### src/rtl/clock_divider_prog.sv
// rtl/clock_divider_prog.sv - programmable clock divider with run, single-step and halt modes
module clock_divider_prog #(
    parameter int CNT_WIDTH   = 16,
    parameter int DEFAULT_DIV = 1024
) (
    input  logic                 CLK_IN,
    input  logic                 RESET,
    input  logic [CNT_WIDTH-1:0] DIV_IN,
    input  logic                 DIV_LOAD,
    input  logic [1:0]           MODE,
    input  logic                 STEP,
    output logic                 CLK_OUT,
    output logic                 TICK,
    output logic                 BUSY,
    output logic [CNT_WIDTH-1:0] DIV_CUR
);

    localparam logic [1:0] MODE_RUN  = 2'b00;
    localparam logic [1:0] MODE_STEP = 2'b01;

    localparam logic [CNT_WIDTH-1:0] DEF_DIV =
        (DEFAULT_DIV < 2) ? CNT_WIDTH'(2) : CNT_WIDTH'(DEFAULT_DIV);

    typedef enum logic [1:0] {
        ST_IDLE = 2'd0,
        ST_HIGH = 2'd1,
        ST_LOW  = 2'd2
    } state_t;

    state_t               state;
    logic [CNT_WIDTH-1:0] cnt;
    logic [CNT_WIDTH-1:0] div_cur;
    logic [CNT_WIDTH-1:0] div_pend;
    logic [CNT_WIDTH-1:0] high_len;
    logic [CNT_WIDTH-1:0] low_len;
    logic                 clk_r;
    logic                 tick_r;
    logic                 busy_r;
    logic                 start_period;

    function automatic logic [CNT_WIDTH-1:0] clamp_div(input logic [CNT_WIDTH-1:0] d);
        return (d < CNT_WIDTH'(2)) ? CNT_WIDTH'(2) : d;
    endfunction

    // Odd divisors give the extra cycle to the high phase.
    assign low_len  = div_cur >> 1;
    assign high_len = div_cur - low_len;

    always_comb begin
        start_period = 1'b0;
        case (state)
            ST_IDLE: start_period = (MODE == MODE_RUN) || ((MODE == MODE_STEP) && STEP);
            ST_LOW:  start_period = (cnt == low_len) && (MODE == MODE_RUN);
            default: start_period = 1'b0;
        endcase
    end

    always_ff @(posedge CLK_IN) begin
        if (RESET) begin
            state    <= ST_IDLE;
            cnt      <= '0;
            clk_r    <= 1'b0;
            tick_r   <= 1'b0;
            busy_r   <= 1'b0;
            div_cur  <= DEF_DIV;
            div_pend <= DEF_DIV;
        end else begin
            tick_r <= 1'b0;
            if (DIV_LOAD) begin
                div_pend <= clamp_div(DIV_IN);
            end
            // A load on the same edge still sees the old pending value here.
            if (start_period) begin
                state   <= ST_HIGH;
                cnt     <= CNT_WIDTH'(1);
                clk_r   <= 1'b1;
                tick_r  <= 1'b1;
                busy_r  <= 1'b1;
                div_cur <= div_pend;
            end else begin
                case (state)
                    ST_HIGH: begin
                        if (cnt == high_len) begin
                            state <= ST_LOW;
                            cnt   <= CNT_WIDTH'(1);
                            clk_r <= 1'b0;
                        end else begin
                            cnt <= cnt + CNT_WIDTH'(1);
                        end
                    end
                    ST_LOW: begin
                        if (cnt == low_len) begin
                            state  <= ST_IDLE;
                            cnt    <= '0;
                            busy_r <= 1'b0;
                        end else begin
                            cnt <= cnt + CNT_WIDTH'(1);
                        end
                    end
                    default: begin
                        state <= ST_IDLE;
                        cnt   <= '0;
                        clk_r <= 1'b0;
                    end
                endcase
            end
        end
    end

    assign CLK_OUT = clk_r;
    assign TICK    = tick_r;
    assign BUSY    = busy_r;
    assign DIV_CUR = div_cur;

endmodule

### config.mk
export PLATFORM = sky130hd
export DESIGN_NAME = clock_divider_prog
export DESIGN_NICKNAME = d
export VERILOG_FILES = /design/src/rtl/clock_divider_prog.sv
export SDC_FILE = /design/constraint.sdc
export NUM_CORES = 1
export LEC_CHECK = 0
export ABC_AREA = 1
export CAP_MARGIN = 25
export CORE_ASPECT_RATIO = 2
export CORE_MARGIN = 2
export CORE_UTILIZATION = 45
export CTS_BUF_LIST = sky130_fd_sc_hd__clkbuf_16
export CTS_CLUSTER_SIZE = 25
export DETAILED_ROUTE_END_ITERATION = 8
export GPL_TIMING_DRIVEN = 0
export PLACE_DENSITY = 0.76
export SLEW_MARGIN = 30
export SYNTH_ARGS = -nofsm -noshare
export SYNTH_HDL_FRONTEND = slang
export SYNTH_SLANG_ARGS = --single-unit
### constraint.sdc
create_clock -name CLK_IN -period 3.7 [get_ports CLK_IN]
set_input_delay 0.74 -clock CLK_IN [delete_from_list [all_inputs] [get_ports CLK_IN]]
set_output_delay 0.74 -clock CLK_IN [all_outputs]
set_load 0.01 [all_outputs]
; ---- After elaboration in Yosys (flattened, before gate mapping)
; Cells that the tools add are included.
[word_totals]
register_bits = 53
output_inout_bits = 19
[classes]
addsub = 2
n_lt_le_gt_ge = 1
n_eq_ne = 10
mux = 17
reduce_logical = 12
[op_table]
columns = operator, count
row1 = $mux W16, 3
row2 = $pmux W16 S2, 1
row3 = $add A16 B1 Y16 const B, 1
row4 = $eq A16 B15 Y1, 1
row5 = $eq A16 B16 Y1, 1
row6 = $lt A16 B2 Y1 const B, 1
row7 = $sub A16 B15 Y16, 1
row8 = $mux W1, 8
row9 = $reduce_and A2 Y1, 4
row10 = $ne A2 B2 Y1 const B, 3
row11 = $ne A3 B3 Y1 const B, 2
row12 = $eq A2 B1 Y1 const B, 2
row13 = $logic_not A2 Y1, 2
row14 = $mux W2, 2
row15 = $pmux W1 S2, 2
row16 = $pmux W2 S2, 1
row17 = $reduce_bool A2 Y1, 2
row18 = $eq A2 B2 Y1 const B, 1
row19 = $logic_and A1 B1 Y1, 2
row20 = $reduce_or A2 Y1, 1
row21 = $logic_or A1 B1 Y1, 1

; ---- Longest topological paths before layout
; Gate-level depths: netlist of the first run.
[logic_depth]
ltp_word = 6
depth_mapped = 20
mapped_depth_nobuf = 19

; ---- Least setup slack after synthesis of the first run
; Ideal clock, no wire load.
[synth_path]
path_type = register -> register
start = register div_cur[0], in the netlist DIV_CUR[0]
end = register cnt[13]
setup_time_ns = 0.116
arrival_time_ns = 2.202
required_time_ns = 3.584
path_slack_ns = 1.382
path_stages_with_launch = 21
synth_period_minus_slack_ns = 2.318
path_cell_list = dfxtp_1 inv_1 ha_1 fa_1 inv_1 nand2_1 nand2_2 nand3_2 nand2_1 nand2_1 nand2_1 nand2_1 nand2_1 nand2_1 nor2_1 nand3_1 nand2_1 nand2_2 nand2_4 buf_8 nor2_1
[synth_via]
elab_chain_cells = 4
[synth_rtl]
columns = element, line_no
row1 = start: declaration, 32  ; logic [CNT_WIDTH-1:0] div_cur;
row2 = start signal: assignment, 79  ; div_cur <= div_pend;
row3 = $sub A16 B15 Y16, 47  ; assign high_len = div_cur - low_len;
row4 = $eq A16 B16 Y1, 83  ; if (cnt == high_len) begin
row5 = $mux W16, 83
row6 = $pmux W16 S2, 81  ; case (state)
row7 = end signal: assignment, 88  ; cnt <= cnt + CNT_WIDTH'(1);
row8 = end signal: assignment, 97  ; cnt <= cnt + CNT_WIDTH'(1);
row9 = end: declaration, 31  ; logic [CNT_WIDTH-1:0] cnt;
; No other way between the ends.
; A chain may end at the register's enable or synchronous reset.

; ---- Worst setup path after layout of the first run
[layout_path]
start = register div_cur[1], in the netlist DIV_CUR[1]
end = register cnt[13]
[layout_via]
elab_chain_cells = 4
word_cells_on_any_way = 9
cone_classes = add/sub: 1 / eq/ne: 2 / mux: 4 / reduce/logical: 2
[layout_rtl]
columns = element, line_no
row1 = $sub A16 B15 Y16 / $eq A16 B15 Y1 (equally long branches), "47, 53, 92"
row2 = $eq A16 B16 Y1 / $logic_and A1 B1 Y1 (equally long branches), "83, 53"
row3 = $mux W16 / $pmux W1 S2 (equally long branches), "83, 51"
row4 = $pmux W16 S2 / $reduce_or A2 Y1 (equally long branches), --
; Parallel ways exist; a longest one is shown, timed or not.

==> results of run 1 <==
layout make-up:
type	count	area share
plain buffers	8	0.01113
well taps	94	0.02829
clock inverters	3	0.01565
inverters	84	0.07583
repair buffers	40	0.09630
multi-input cells	391	0.4875
clock buffers	5	0.03009
flip-flops and latches	53	0.2552
path summary, 6_finish.rpt:
kind	startpoint	to
max	DIV_CUR[1]	cnt[13]
min	div_pend[9]	DIV_CUR[9]
max reg2reg	DIV_CUR[1]	cnt[13]
min reg2reg	div_pend[9]	DIV_CUR[9]
synth_stat cells:
library cell	instances	share of area
inv_1	83	0.090
nand3_1	29	0.042
nor2_2	2	0.0036
xor2_1	16	0.041
a21oi_1	18	0.026
fa_1	1	0.0058
nand3b_1	4	0.0087
nor3_1	6	0.0087
o21ai_0	37	0.054
buf_4	1	0.0022
a21oi_2	1	0.0025
nand2_4	1	0.0033
o211ai_1	1	0.0022
and3_1	1	0.0018
nor2_1	71	0.077
nand3_2	2	0.0058
nor3_2	2	0.0058
nand2_2	3	0.0054
dfxtp_1	53	0.31
nor4_1	3	0.0054
inv_2	1	0.0011
a21o_1	1	0.0022
clkbuf_1	5	0.0054
nand4_1	11	0.020
o22ai_1	4	0.0073
ha_1	19	0.069
xnor2_1	11	0.028
nand2_1	146	0.16
clkbuf_2	1	0.0014
nor4_2	1	0.0036
buf_8	1	0.0044
cell families after synthesis:
logic type	after synthesis
AOI/OAI and AO/OA	62
adders and majority gates	20
DFF	53
xor gates and xnor gates	27
buffers and inverters	92
and+or+nand+nor	282
critical path, stage by stage (launching register included):
cell and delay (ns):
dfxtp_1 0.43, inv_1 0.11, fa_1 0.45, inv_1 0.11, nand2_1 0.10, nand2_2 0.13
nand3_2 0.09, nand2_1 0.08, nand2_1 0.11, nand2_1 0.09, nand2_1 0.04, nand2_1 0.05
nand2_1 0.04, nor2_1 0.12, nand3_1 0.20, nand2_1 0.16, nand2_2 0.10, nand2_4 0.12
buf_8 0.15, nor2_1 0.05
sequential cells by signal, summed over array words and instances (netlist names):
signal / flops
div_pend: 16
BUSY: 1
DIV_CUR: 16
CLK_OUT: 1
state: 2
TICK: 1
cnt: 16
power breakdown:
group	total [mW]	switching (mW)	leakage [nW]	internal, mW
Combinational	0.372	0.223	1.38	0.149
Sequential	0.616	0.0202	0.433	0.596
Clock	0.585	0.199	0.0938	0.386
through the flow:
stage          utilization  hold WS (ns)
6_report            0.5552        0.4623
5_1_grt             0.5552        0.4844
4_1_cts             0.5552        0.4633
3_5_place_dp        0.5298        0.4445
3_3_place_gp        0.5298        0.4384
2_1_floorplan            -        0.4230
per-layer routing:
layer | wire [µm] | up-vias
li1 | - | 1782
met5 | 0 | -
met1 | 3569 | 1473
met2 | 4205 | 80
met4 | 280 | 0
met3 | 264 | 20
==> summary.txt, run 1 <==
multi-input logic area: 2027 µm²
grt total ovfl: 0
largest vdd supply drop: 388.1 µV
RSZ-0062 raised after global routing: no
vias in the first global route: 3,296
leakage: 1.908 nW
routed len/inst: 12.27 µm
Seq/Total Area, Yosys: 0.3076
CTS tree: done
Post-Synth XOR/XNOR Area: 0.06855
Power Total: 1.573 mW
fin cells: 678
met3 global-route usage: 0.02722
H-tree depth: 2
residual DRC count: 0
Port Buffers: 40
fin crit share: 0.7741
Worst Tran Pin Value: 0.3835 ns
Iter 0 DRT Violations: 158
commonest non-fill, non-tap cell in the layout: nand2_1
Power Density: 378.2 nW/µm²
placed insts: 670
hold_buf cts: 0
Synth cell types: 31
#FFs+latches synth: 53
element type at the critical path end: flip-flop
GR Layer Usage met2: 0.3862
area grow syn2layout: 20.53%
Setup violations, final: 0
Final Max Slew Viols: 0
CTS clock-pin slew for the worst setup and hold paths: 0.06 ns
Crit Path Max Fanout: 10
# nets final: 625
FP Rows: 45
Initial DRT Pass Iterations: 4
syn nets: 578
Adder-Cell Fraction of Synth Area: 0.07472
crit path time final: 2.864 ns
Die Height: 127.8 µm
FF/Latch Area: 1061 µm²
clock root buffer: clkbuf_16
Final Hold Viols: 0
Syn Inst Count: 536
vias: 3,355
Most Crowded Layer GR: met2
Synth Cell Area: 3450 µm²
Vias/cell: 4.948
DRT Wirelength: 8319 µm
largest net degree at the start of global routing: 17
main combinational cell family by area after synthesis: simple AND/OR/NAND/NOR gates
Global Route Usage Sum: 0.2199
most frequent cells in the layout: 146 x nand2_1, 83 x inv_1, 71 x nor2_1, 53 x dfxtp_1, 40 x clkdlybuf4s50_1
placed cell area: 3968 µm²
# clock sinks: 53
syn avg cell area: 6.436 µm²
post-route setup slack: 0.8357 ns
cells on worst reg2reg path: 19
first-pass GRT wire length: 14,550 µm
final instance area: 4158 µm²
CP Class: reg -> reg
Routability Congestion: 0.9524
Startpoint Class: flip-flop
worst path arrival time: 3.05 ns
maximum clock rate: 349.1 MHz
post-synthesis mux area share: 0
number of synthesis warnings: 0
fill count: 759
met1 GRT Util: 0.2591
initial antenna violation count: 0
DRT antenna net count: 0
post-CTS setup buffer count: 0
Core ar.: 7488 µm²
Hold Crit Depth: 2
starting density of the core: 0.4607
setup TNS: 0 ns
Simple-Gate Fraction of Synth Area: 0.3504
clock latency at the later pin of the worst-skew pair: 0.29 ns
Post-DP HPWL: 6765 µm
die width: 65.91 µm
Worst Path Required: 3.88 ns
Final Skew: 0.002696 ns
Hold Crit Class: reg -> reg
compound-gate portion of the synthesized area: 0.09394
I/O pins: 41
n_diodes: 0
CTS max path bufs: 2
CTS buffer count: 5
pre-CTS WS: 0.8553 ns
status: complete, no violations
ratio of cells with drive above 1 in the final layout: 0.04110
flop2flop setup slack: 0.84 ns
Relative slew margins: 0.7443
# resized after CTS: 0
Max-Cap Viols: 0
Die Area: 8425 µm²
Note: power is estimated with default switching activity, not from simulation.
==> inputs of run 2 (changes only) <==
- PLACE_DENSITY: 0.76 -> 0.78
- clock period: 3.7 -> 2.47 ns (I/O delays scaled with it)
==> run 2 against run 1 <==
Compared with the run above: the run now ends with setup timing left; wire length rose by 8.5%; die area did not move; combinational power rose by 65%; critical path type unchanged; setup slack got worse by 0.94 ns; largest cell class unchanged; critical endpoint is now cnt[4].
==> summary.txt, run 2 (same netlist as run 1, synthesis figures left out) <==
Max-Cap Viols: 0 (unchanged)
leakage: 1.940 nW (was 1.908 nW)
hold_buf cts: 0 (unchanged)
first-pass GRT wire length: 14,700 µm (was 14,550 µm)
CP Class: reg -> reg (unchanged)
Routability Congestion: 0.9101 (was 0.9524)
commonest non-fill, non-tap cell in the layout: nand2_1 (unchanged)
Startpoint Class: flip-flop (unchanged)
Final Hold Viols: 0 (unchanged)
Relative slew margins: 0.7411 (was 0.7443)
post-route setup slack: -0.1049 ns (was 0.8357 ns)
Global Route Usage Sum: 0.2256 (was 0.2199)
DRT antenna net count: 0 (unchanged)
starting density of the core: 0.4607 (unchanged)
RSZ-0062 raised after global routing: yes (was no)
slowest stage cell on the critical path: fa_2 (was fa_1)
maximum clock rate: 388.4 MHz (was 349.1 MHz)
max incr delay on CP: 0.53 ns (was 0.45 ns)
final instance area: 4360 µm² (was 4158 µm²)
Setup violations, final: 17 (was 0)
status: complete, but fails checks (was complete, no violations)
Die Area: 8425 µm² (unchanged)
most frequent cells in the layout: 141 x nand2_1, 81 x inv_1, 62 x nor2_1, 41 x dfxtp_1, 40 x clkdlybuf4s50_1 (was 146 x nand2_1, 83 x inv_1, 71 x nor2_1, 53 x dfxtp_1, 40 x clkdlybuf4s50_1)
Hold Slack: 0.4566 ns (was 0.4623 ns)
CTS tree: done (unchanged)
# clock sinks: 53 (unchanged)
I/O pins: 41 (unchanged)
worst path cell trace: ha_4, fa_2, xor2_1, nand2_1, nor2_2, nand3_2, nor2_2, nand4_1, nor2_1, nand3_2, nand2_2, nand2_4, nand2_4, buf_6, nor2_1 (was inv_1, fa_1, inv_1, nand2_1, nand2_2, nand3_2, nand2_1, nand2_1, nand2_1, nand2_1, nand2_1, nand2_1, nor2_1, nand3_1, nand2_1, nand2_2, nand2_4, buf_8, nor2_1)
Port Buffers: 40 (unchanged)
vias in the first global route: 3,350 (was 3,296)
Power Total: 2.319 mW (was 1.573 mW)
Initial DRT Pass Iterations: 4 (unchanged)
Vias/cell: 5.132 (was 4.948)
violated checks: setup timing
FP Rows: 45 (unchanged)
# nets final: 631 (was 625)
Worst Path Required: 2.66 ns (was 3.88 ns)
area grow syn2layout: 26.41% (was 20.53%)
Crit Path Max Fanout: 5 (was 10)
initial antenna violation count: 0 (unchanged)
Core ar.: 7488 µm² (unchanged)
residual DRC count: 0 (unchanged)
element type at the critical path end: flip-flop (unchanged)
worst path arrival time: 2.77 ns (was 3.05 ns)
grt total ovfl: 0 (unchanged)
Post-DP HPWL: 6771 µm (was 6765 µm)
FF/Latch Area: 1081 µm² (was 1061 µm²)
Die Height: 127.8 µm (unchanged)
Final Max Slew Viols: 0 (unchanged)
placed cell area: 3968 µm² (unchanged)
vias: 3,510 (was 3,355)
ratio of cells with drive above 1 in the final layout: 0.1186 (was 0.04110)
routed len/inst: 13.20 µm (was 12.27 µm)
crit path time final: 2.575 ns (was 2.864 ns)
CP Buf/Inv Count: 1 (was 3)
clock latency at the later pin of the worst-skew pair: 0.30 ns (was 0.29 ns)
fill count: 695 (was 759)
CTS clock-pin slew for the worst setup and hold paths: 0.07 ns (was 0.06 ns)
Worst Tran Pin Value: 0.3884 ns (was 0.3835 ns)
largest vdd supply drop: 554.4 µV (was 388.1 µV)
Hold Crit Class: reg -> reg (unchanged)
CTS max path bufs: 2 (unchanged)
critical path's top delay family: simple AND/OR/NAND/NOR gates (unchanged)
multi-input logic area: 2172 µm² (was 2027 µm²)
Final Skew: 0.007217 ns (was 0.002696 ns)
H-tree depth: 2 (unchanged)
CTS buffer count: 5 (unchanged)
n_diodes: 0 (unchanged)
clock root buffer: clkbuf_16 (unchanged)
largest net degree at the start of global routing: 17 (unchanged)
die width: 65.91 µm (unchanged)
DRT Wirelength: 9026 µm (was 8319 µm)
Iter 0 DRT Violations: 196 (was 158)
Power Density: 531.9 nW/µm² (was 378.2 nW/µm²)
fin crit share: 1.042 (was 0.7741)
run 2: changes by cell type in the layout (fill, tap and decap cells not counted), moves of 5 or more:
cell / previous run / this run
dfxtp_1: 53 / 41
dfxtp_2: 0 / 10
ha_1: 19 / 11
ha_4: 0 / 6
nand2_1: 146 / 141
nor2_1: 71 / 62
nor2_2: 2 / 11
run 2: metrics by stage:
stage | worst slack [ns] | setup TNS [ns] | utilization | std cells
3_3_place_gp | -0.3121 | -4.111 | 0.5298 | 670
3_5_place_dp | -0.3812 | -5.341 | 0.5298 | 670
6_report | -0.1049 | -1.480 | 0.5823 | 684
2_1_floorplan | 0.1522 | 0 | - | 536
5_1_grt | -0.2017 | -3.252 | 0.5823 | 684
4_1_cts | -0.1281 | -1.800 | 0.5718 | 686
run 2: where the power goes:
group | total, mW | switching [mW] | internal (mW)
clock network | 0.781 | 0.307 | 0.474
registers | 0.926 | 0.0326 | 0.893
logic | 0.612 | 0.359 | 0.253
run 2: metal layers:
| metal | wire length (µm) | GRT usage |
|---|---|---|
| met5 | 0 | 0 |
| met4 | 538 | 0.1397 |
| met3 | 286 | 0.02458 |
| met2 | 4616 | 0.3999 |
| met1 | 3584 | 0.2477 |
run 2: cell type report:
| class | instances | area share |
|---|---|---|
| multi-input cells | 391 | 0.4981 |
| plain buffers | 7 | 0.007174 |
| flip-flops and latches | 53 | 0.2479 |
| clock inverters | 3 | 0.009469 |
| repair buffers | 47 | 0.1093 |
| well taps | 94 | 0.02697 |
| clock buffers | 5 | 0.02869 |
| inverters | 84 | 0.07231 |
run 2: timing repair:
action                                 in CTS  in global routing
gates cloned                                1                  0
pin swaps                                   3                 12
resized for setup                          16                 35
endpoints found under the hold margin       0                  0
setup endpoints to repair                  19                 19
buffers inserted                            7                  2
run 2: final timing paths:
| kind | start | end | cells past startpoint | slack [ns] |
|---|---|---|---|---|
| max reg2reg | DIV_CUR[1] | cnt[4] | 15 | -0.10 |
| max | DIV_CUR[1] | cnt[4] | 15 | -0.10 |
| min reg2reg | div_pend[7] | DIV_CUR[7] | 2 | 0.46 |
| min | div_pend[7] | DIV_CUR[7] | 2 | 0.46 |
run 2: worst reg2reg max path, stage by stage (launching register included):
cell and delay (ns):
dfxtp_4 0.37, ha_4 0.17, fa_2 0.53, xor2_1 0.14, nand2_1 0.08, nor2_2 0.12
nand3_2 0.09, nor2_2 0.10, nand4_1 0.10, nor2_1 0.14, nand3_2 0.14, nand2_2 0.15
nand2_4 0.07, nand2_4 0.09, buf_6 0.14, nor2_1 0.05
